==> src/rtl/nco_phase_gen_pkg.sv <==
// nco_phase_gen_pkg: shared widths, FSM states and constants for the NCO phase generator
package nco_phase_gen_pkg;
  localparam int NCO_ACC_W = 32;
  localparam int NCO_PHASE_W = 16;
  localparam int NCO_GLIDE_W = 4;
  typedef enum logic [1:0] {IDLE, LOAD, GLIDE} nco_state_t;
  localparam logic [NCO_ACC_W-1:0] FTW_ZERO = '0;
endpackage

==> src/rtl/nco_phase_gen_glide_slew.sv <==
// nco_phase_gen_glide_slew: one portamento step of cur toward tgt, snapping when the shifted step is 0
module nco_phase_gen_glide_slew #(
  parameter int ACC_W = 32,
  parameter int GLIDE_W = 4
) (
  input  logic [ACC_W-1:0]   cur,
  input  logic [ACC_W-1:0]   tgt,
  input  logic [GLIDE_W-1:0] rate,
  output logic [ACC_W-1:0]   next_cur,
  output logic               done
);
  logic signed [ACC_W:0] diff, step;
  always_comb begin
    diff = $signed({1'b0, tgt}) - $signed({1'b0, cur});
    step = diff >>> rate;
    done = step == '0;
    next_cur = done ? tgt : cur + step[ACC_W-1:0];
  end
endmodule

==> src/rtl/nco_phase_gen.sv <==
// nco_phase_gen: phase accumulator with FTW handshake, portamento glide and hard sync
module nco_phase_gen
  import nco_phase_gen_pkg::*;
#(
  parameter int ACC_W = NCO_ACC_W,
  parameter int PHASE_W = NCO_PHASE_W,
  parameter int GLIDE_W = NCO_GLIDE_W
) (
  input  logic               clk,
  input  logic               rst,
  input  logic               sample_tick,
  input  logic [ACC_W-1:0]   ftw_in,
  input  logic               ftw_valid,
  output logic               ftw_ready,
  input  logic [GLIDE_W-1:0] glide_rate,
  input  logic               hard_sync,
  output logic [PHASE_W-1:0] phase_out,
  output logic               phase_valid,
  output logic               wrap
);
  nco_state_t state_q, state_d;
  logic [ACC_W-1:0] acc_q, acc_d, cur_ftw_q, cur_ftw_d, tgt_ftw_q, tgt_ftw_d, glide_cur;
  logic [GLIDE_W-1:0] rate_q, rate_d;
  logic [PHASE_W-1:0] phase_q, phase_d;
  logic carry_q, carry_d, sync_pend_q, sync_pend_d, sync_now;
  logic tick_q, valid_q, wrap_q, glide_done, xfer;

  nco_phase_gen_glide_slew #(.ACC_W(ACC_W), .GLIDE_W(GLIDE_W)) u_slew (
    .cur(cur_ftw_q), .tgt(tgt_ftw_q), .rate(rate_q), .next_cur(glide_cur), .done(glide_done)
  );

  always_ff @(posedge clk or posedge rst) begin
    if (rst) begin
      state_q <= IDLE;
      acc_q <= FTW_ZERO;
      cur_ftw_q <= FTW_ZERO;
      tgt_ftw_q <= FTW_ZERO;
      rate_q <= '0;
      carry_q <= 1'b0;
      sync_pend_q <= 1'b0;
      tick_q <= 1'b0;
      valid_q <= 1'b0;
      wrap_q <= 1'b0;
      phase_q <= '0;
    end else begin
      state_q <= state_d;
      acc_q <= acc_d;
      cur_ftw_q <= cur_ftw_d;
      tgt_ftw_q <= tgt_ftw_d;
      rate_q <= rate_d;
      carry_q <= carry_d;
      sync_pend_q <= sync_pend_d;
      tick_q <= sample_tick;
      valid_q <= tick_q;
      wrap_q <= tick_q & carry_q;
      phase_q <= phase_d;
    end
  end

  assign xfer = ftw_valid & ftw_ready;

  // A retarget from GLIDE takes priority over that cycle's glide step
  always_comb begin
    state_d = state_q;
    cur_ftw_d = cur_ftw_q;
    tgt_ftw_d = tgt_ftw_q;
    rate_d = rate_q;
    case (state_q)
      IDLE, GLIDE: begin
        if (xfer) begin
          tgt_ftw_d = ftw_in;
          rate_d = glide_rate;
          state_d = LOAD;
        end else if (state_q == GLIDE && sample_tick) begin
          cur_ftw_d = glide_cur;
          state_d = glide_done ? IDLE : GLIDE;
        end
      end
      LOAD: begin
        cur_ftw_d = rate_q == '0 ? tgt_ftw_q : cur_ftw_q;
        state_d = rate_q == '0 ? IDLE : GLIDE;
      end
      default: state_d = IDLE;
    endcase
  end

  always_comb ftw_ready = state_q != LOAD;

  // The tick adds the pre-update cur_ftw; a pending sync zeroes acc and suppresses the carry
  always_comb begin
    sync_now = sync_pend_q | hard_sync;
    {carry_d, acc_d} = !sample_tick ? {carry_q, acc_q} :
                       sync_now ? '0 : {1'b0, acc_q} + {1'b0, cur_ftw_q};
    sync_pend_d = !sample_tick & sync_now;
    phase_d = tick_q ? acc_q[ACC_W-1 -: PHASE_W] : phase_q;
  end

  assign phase_out = phase_q;
  assign phase_valid = valid_q;
  assign wrap = wrap_q;
endmodule
==> config.mk <==
export PLATFORM = sky130hd
export DESIGN_NAME = nco_phase_gen
export DESIGN_NICKNAME = d
export VERILOG_FILES = /design/src/rtl/nco_phase_gen_pkg.sv /design/src/rtl/nco_phase_gen_glide_slew.sv /design/src/rtl/nco_phase_gen.sv
export SDC_FILE = /design/constraint.sdc
export NUM_CORES = 1
export LEC_CHECK = 0
export ABC_AREA = 0
export BUFFER_PORTS_ARGS = -buffer_cell sky130_fd_sc_hd__clkbuf_2
export CORE_MARGIN = 1.5
export CORE_UTILIZATION = 40
export DETAILED_ROUTE_END_ITERATION = 16
export SKIP_LAST_GASP = 1
export SLEW_MARGIN = 20
export SYNTH_ARGS = -nofsm -noshare
export SYNTH_HDL_FRONTEND = slang
export SYNTH_SLANG_ARGS = --single-unit
export TNS_END_PERCENT = 30
==> constraint.sdc <==
create_clock -name clk -period 18.1 [get_ports clk]
set_input_delay 0.905 -clock clk [delete_from_list [all_inputs] [get_ports clk]]
set_output_delay 0.905 -clock clk [all_outputs]
set_load 0.01 [all_outputs]
==> Implementation_results.wiki <==
{| class="wikitable"
! Metric !! Value
|-
| Result of the run || finished clean
|-
| YS warnings || 0
|-
| CTS tree || built
|-
| # resized after CTS || 0
|-
| Final standard cell utilization of the core || 44.8%
|-
| CTS Root Buffer Type || sky130_fd_sc_hd__clkbuf_16
|-
| Post-synthesis async set-or-reset flop share || 100%
|-
| Die outline height || about 190 µm
|-
| Setup WS pre-CTS || 10.46 ns
|-
| Synthesis-to-finish area growth || 9.62%
|-
| Routed length per placed instance || about 22 µm
|-
| Path type of the worst setup path || register to register
|-
| Most repeated cell in the gate-level netlist after synthesis || sky130_fd_sc_hd__nand2_1
|-
| Area of the core || 0.0328 mm²
|-
| Cell accounting for the most synthesized area || sky130_fd_sc_hd__dfrtp_1
|-
| Detailed Routing Iterations Pass 1 || 8
|-
| Net Count, Synth || approximately 1800
|-
| Number of buffers added for setup after CTS || 0
|-
| Die span in x || approximately 190 µm
|-
| XOR/XNOR Fraction of Synth Area || 4.38%
|-
| Final Net Count || approximately 1800
|-
| N_diodes || 0
|-
| Peak clock frequency supported by timing || ~130 MHz
|-
| Main combinational cell family by area after synthesis || compound AO/OA/AOI/OAI gates
|-
| Port Buffers || 59
|-
| Largest net degree at the start of global routing || 68
|-
| Number of flops mapped to enable cells by yosys || 0
|-
| Number of antenna violations at the first check in global routing || 0
|-
| Summed negative setup slack over all endpoints || 0 ns
|-
| Die Footprint || between 0.03 and 0.04 mm²
|-
| Ys flop type || sky130_fd_sc_hd__dfrtp_1
|-
| Top cells by area, synth || sky130_fd_sc_hd__dfrtp_1 23%, sky130_fd_sc_hd__ha_1 9.2%, sky130_fd_sc_hd__a21oi_1 4.9%
|-
| Register bit total from synthesis || between 100 and 150
|-
| Clock buffer depth || 2
|-
| Clk_lat worst skew || between 0.4 and 0.5 ns
|-
| Post-route antenna net violation count || 0
|-
| Max-cap viol count || 0
|-
| Final GP Congestion || 0.971
|-
| Sum of overflow across all layers after global routing || 0
|-
| Worst clock skew || between 0.015 and 0.02 ns
|-
| Effective utilization at floorplan || slightly above 40%
|-
| Filler cell count in the final layout || approximately 3300
|-
| Adder-cell share of the synthesized area || around a tenth
|-
| DRC marker count from the first detailed-route iteration || about 1300
|-
| Inserted Clock Buffers || 17
|-
| Detail Placement HPWL || 37.1 mm
|-
| Vias/cell || approximately 6.4
|-
| Avg Synthesized Cell Area || roughly 7.9 µm²
|-
| H-tree Lvls || 4
|-
| Worst endpoint required time || roughly 18 ns
|-
| Final Hold Viols || 0
|-
| Final number of setup-violating endpoints || 0
|-
| Share of cell area taken by muxes after synthesis || about 7.2%
|-
| Vias in the first global route || around 13000
|-
| Clock net sink count || ~120
|-
| Area share of and/or/nand/nor cells after synthesis || about a fifth
|-
| Standard-cell row count || 66
|-
| Max Fanout on Critical Path || 7
|-
| Wire length of the first global-routing pass || roughly 74 mm
|-
| Sort of element at the start of the critical path || register
|-
| Share of layout cells above drive strength 1 || between 10% and 20%
|-
| Critical path data arrival time || slightly above 8 ns
|-
| Post-synth cell types || 96
|-
| Number of cells produced by synthesis || about 1700
|-
| Number of remaining DRC errors || 0
|-
| Hold-fix buffers, CTS || 0
|-
| Count of pins over their slew limit || 0
|-
| Total length of routed wires || 48.2 mm
|-
| Share of the synthesized area in the top cell type || between 20% and 30%
|-
| Register area share after synthesis || 23.0%
|-
| Most frequent cells after synthesis || 167 x sky130_fd_sc_hd__nand2_1, 135 x sky130_fd_sc_hd__nor2_1, 132 x sky130_fd_sc_hd__a21oi_1
|-
| Crit. End Element || register
|-
| Routed vias || 13616
|-
| RSZ-0062 raised after global routing || false
|-
| Number of primary I/O pins || 60
|-
| Clk slew on worst S/H paths || 0.07 ns
|-
| Post-synthesis compound-gate area fraction || a little under a third
|-
| Tightest slew margin relative to the limit || about a third
|-
| Final Hold Slack || ~0.49 ns
|-
| Internal reg-to-reg setup slack || 10.21 ns
|-
| Fraction of the cycle the final worst path needs || a little over two fifths
|-
| Summed instance area of the synthesized netlist || between 0.01 and 0.015 mm²
|-
| GRT Total Usage || between 20 and 30%
|-
| Kind of path behind the tightest hold check || register to register
|-
| Final worst path period need || ~7.9 ns
|-
| PnR worst setup slack || slightly above 10 ns
|-
| Transition time at the pin with the least slew margin || approximately 0.97 ns
|}
state kept, by name, indices dropped and copies added, names as in the netlist:
signal / cells
carry_q: 1
state_q: 2
wrap: 1
phase_out: 16
acc_q: 32
phase_valid: 1
tick_q: 1
sync_pend_q: 1
rate_q: 4
tgt_ftw_q: 32
cur_ftw_q: 32
area by class of cell:
class / count / area, µm² / share of cell area (%)
inverters: 77 / 292 / 1.98
multi-input cells: 1393 / 9660 / 65.8
clock buffers: 21 / 460 / 3.13
well taps: 442 / 553 / 3.76
clock inverters: 11 / 215 / 1.47
repair buffers: 77 / 430 / 2.93
flip-flops and latches: 123 / 3080 / 21.0
worst paths after layout:
path | from | end | cells after the start
setup / recovery | cur_ftw_q[1]$_DFFE_PP0P_ | cur_ftw_q[30]$_DFFE_PP0P_ | 25
hold / removal | carry_q$_DFFE_PP0P_ | carry_q$_DFFE_PP0P_ | 1
setup reg to reg | cur_ftw_q[1]$_DFFE_PP0P_ | cur_ftw_q[30]$_DFFE_PP0P_ | 25
hold reg to reg | carry_q$_DFFE_PP0P_ | carry_q$_DFFE_PP0P_ | 1
max in group asynchronous | rst | cur_ftw_q[23]$_DFFE_PP0P_ | 3
min in group asynchronous | rst | acc_q[4]$_DFFE_PP0P_ | 2
cell usage in the layout, fill, tap and decap left out, types with 46 or more instances in the layout:
cell type                  netlist  routed
sky130_fd_sc_hd__nand2_1       167     167
sky130_fd_sc_hd__nor2_1        135     135
sky130_fd_sc_hd__a21oi_1       132     131
sky130_fd_sc_hd__dfrtp_1       123     122
sky130_fd_sc_hd__ha_1           98      98
sky130_fd_sc_hd__o21ai_0        92      92
sky130_fd_sc_hd__inv_1          74      73
sky130_fd_sc_hd__clkbuf_2        0      59
sky130_fd_sc_hd__mux2_2         47      47
sky130_fd_sc_hd__xnor2_1        46      46
kinds of logic (layout without fill, tap and decap cells):
| kind of cell | count (synthesis) | count (layout) |
|---|---|---|
| AO/OA/AOI/OAI | 604 | 604 |
| XOR/XNOR | 67 | 67 |
| adder cells (fa/ha/maj) | 101 | 101 |
| buffers and inverters | 170 | 186 |
| flip-flops | 123 | 123 |
| multiplexers | 83 | 83 |
| AND/OR/NAND/NOR | 538 | 538 |
per-stage QoR:
step	instance area (µm²)	instances
finish	14700	2144
global route	14700	2144
CTS	14700	2144
detailed placement	14000	2112
global placement	14000	2112
floorplan	13400	1686
layer usage:
metal | wire [µm] | global-route usage (%)
met1 | 20600 | 36.5
met2 | 22200 | 45.8
met3 | 3280 | 4.30
met4 | 2100 | 12.6
met5 | 0 | 0
critical path, stage by stage, from the launching register on:
cell,delay [ns]
sky130_fd_sc_hd__dfrtp_1,0.51
sky130_fd_sc_hd__inv_1,0.13
sky130_fd_sc_hd__ha_1,0.30
sky130_fd_sc_hd__nor2b_1,0.32
sky130_fd_sc_hd__o31ai_1,0.13
sky130_fd_sc_hd__a211oi_1,0.79
sky130_fd_sc_hd__a21oi_1,0.19
sky130_fd_sc_hd__xnor2_1,0.67
sky130_fd_sc_hd__o22ai_1,0.21
sky130_fd_sc_hd__a21o_1,0.19
sky130_fd_sc_hd__a221oi_1,0.61
sky130_fd_sc_hd__ha_1,0.40
sky130_fd_sc_hd__nor2b_1,0.16
sky130_fd_sc_hd__o31a_1,0.29
sky130_fd_sc_hd__o21ba_2,0.24
sky130_fd_sc_hd__o31ai_1,0.43
sky130_fd_sc_hd__o21ai_0,0.29
sky130_fd_sc_hd__o221ai_1,0.35
sky130_fd_sc_hd__o21ai_0,0.20
sky130_fd_sc_hd__a211oi_1,0.43
sky130_fd_sc_hd__nor2_1,0.16
sky130_fd_sc_hd__a21o_1,0.21
sky130_fd_sc_hd__nand2_1,0.08
sky130_fd_sc_hd__o21ai_0,0.12
sky130_fd_sc_hd__xnor2_1,0.14
sky130_fd_sc_hd__a222oi_1,0.21
Power is left out: the tool's default activity adds up to more than one toggle a clock period on the data nets, which glitch-free logic cannot reach.
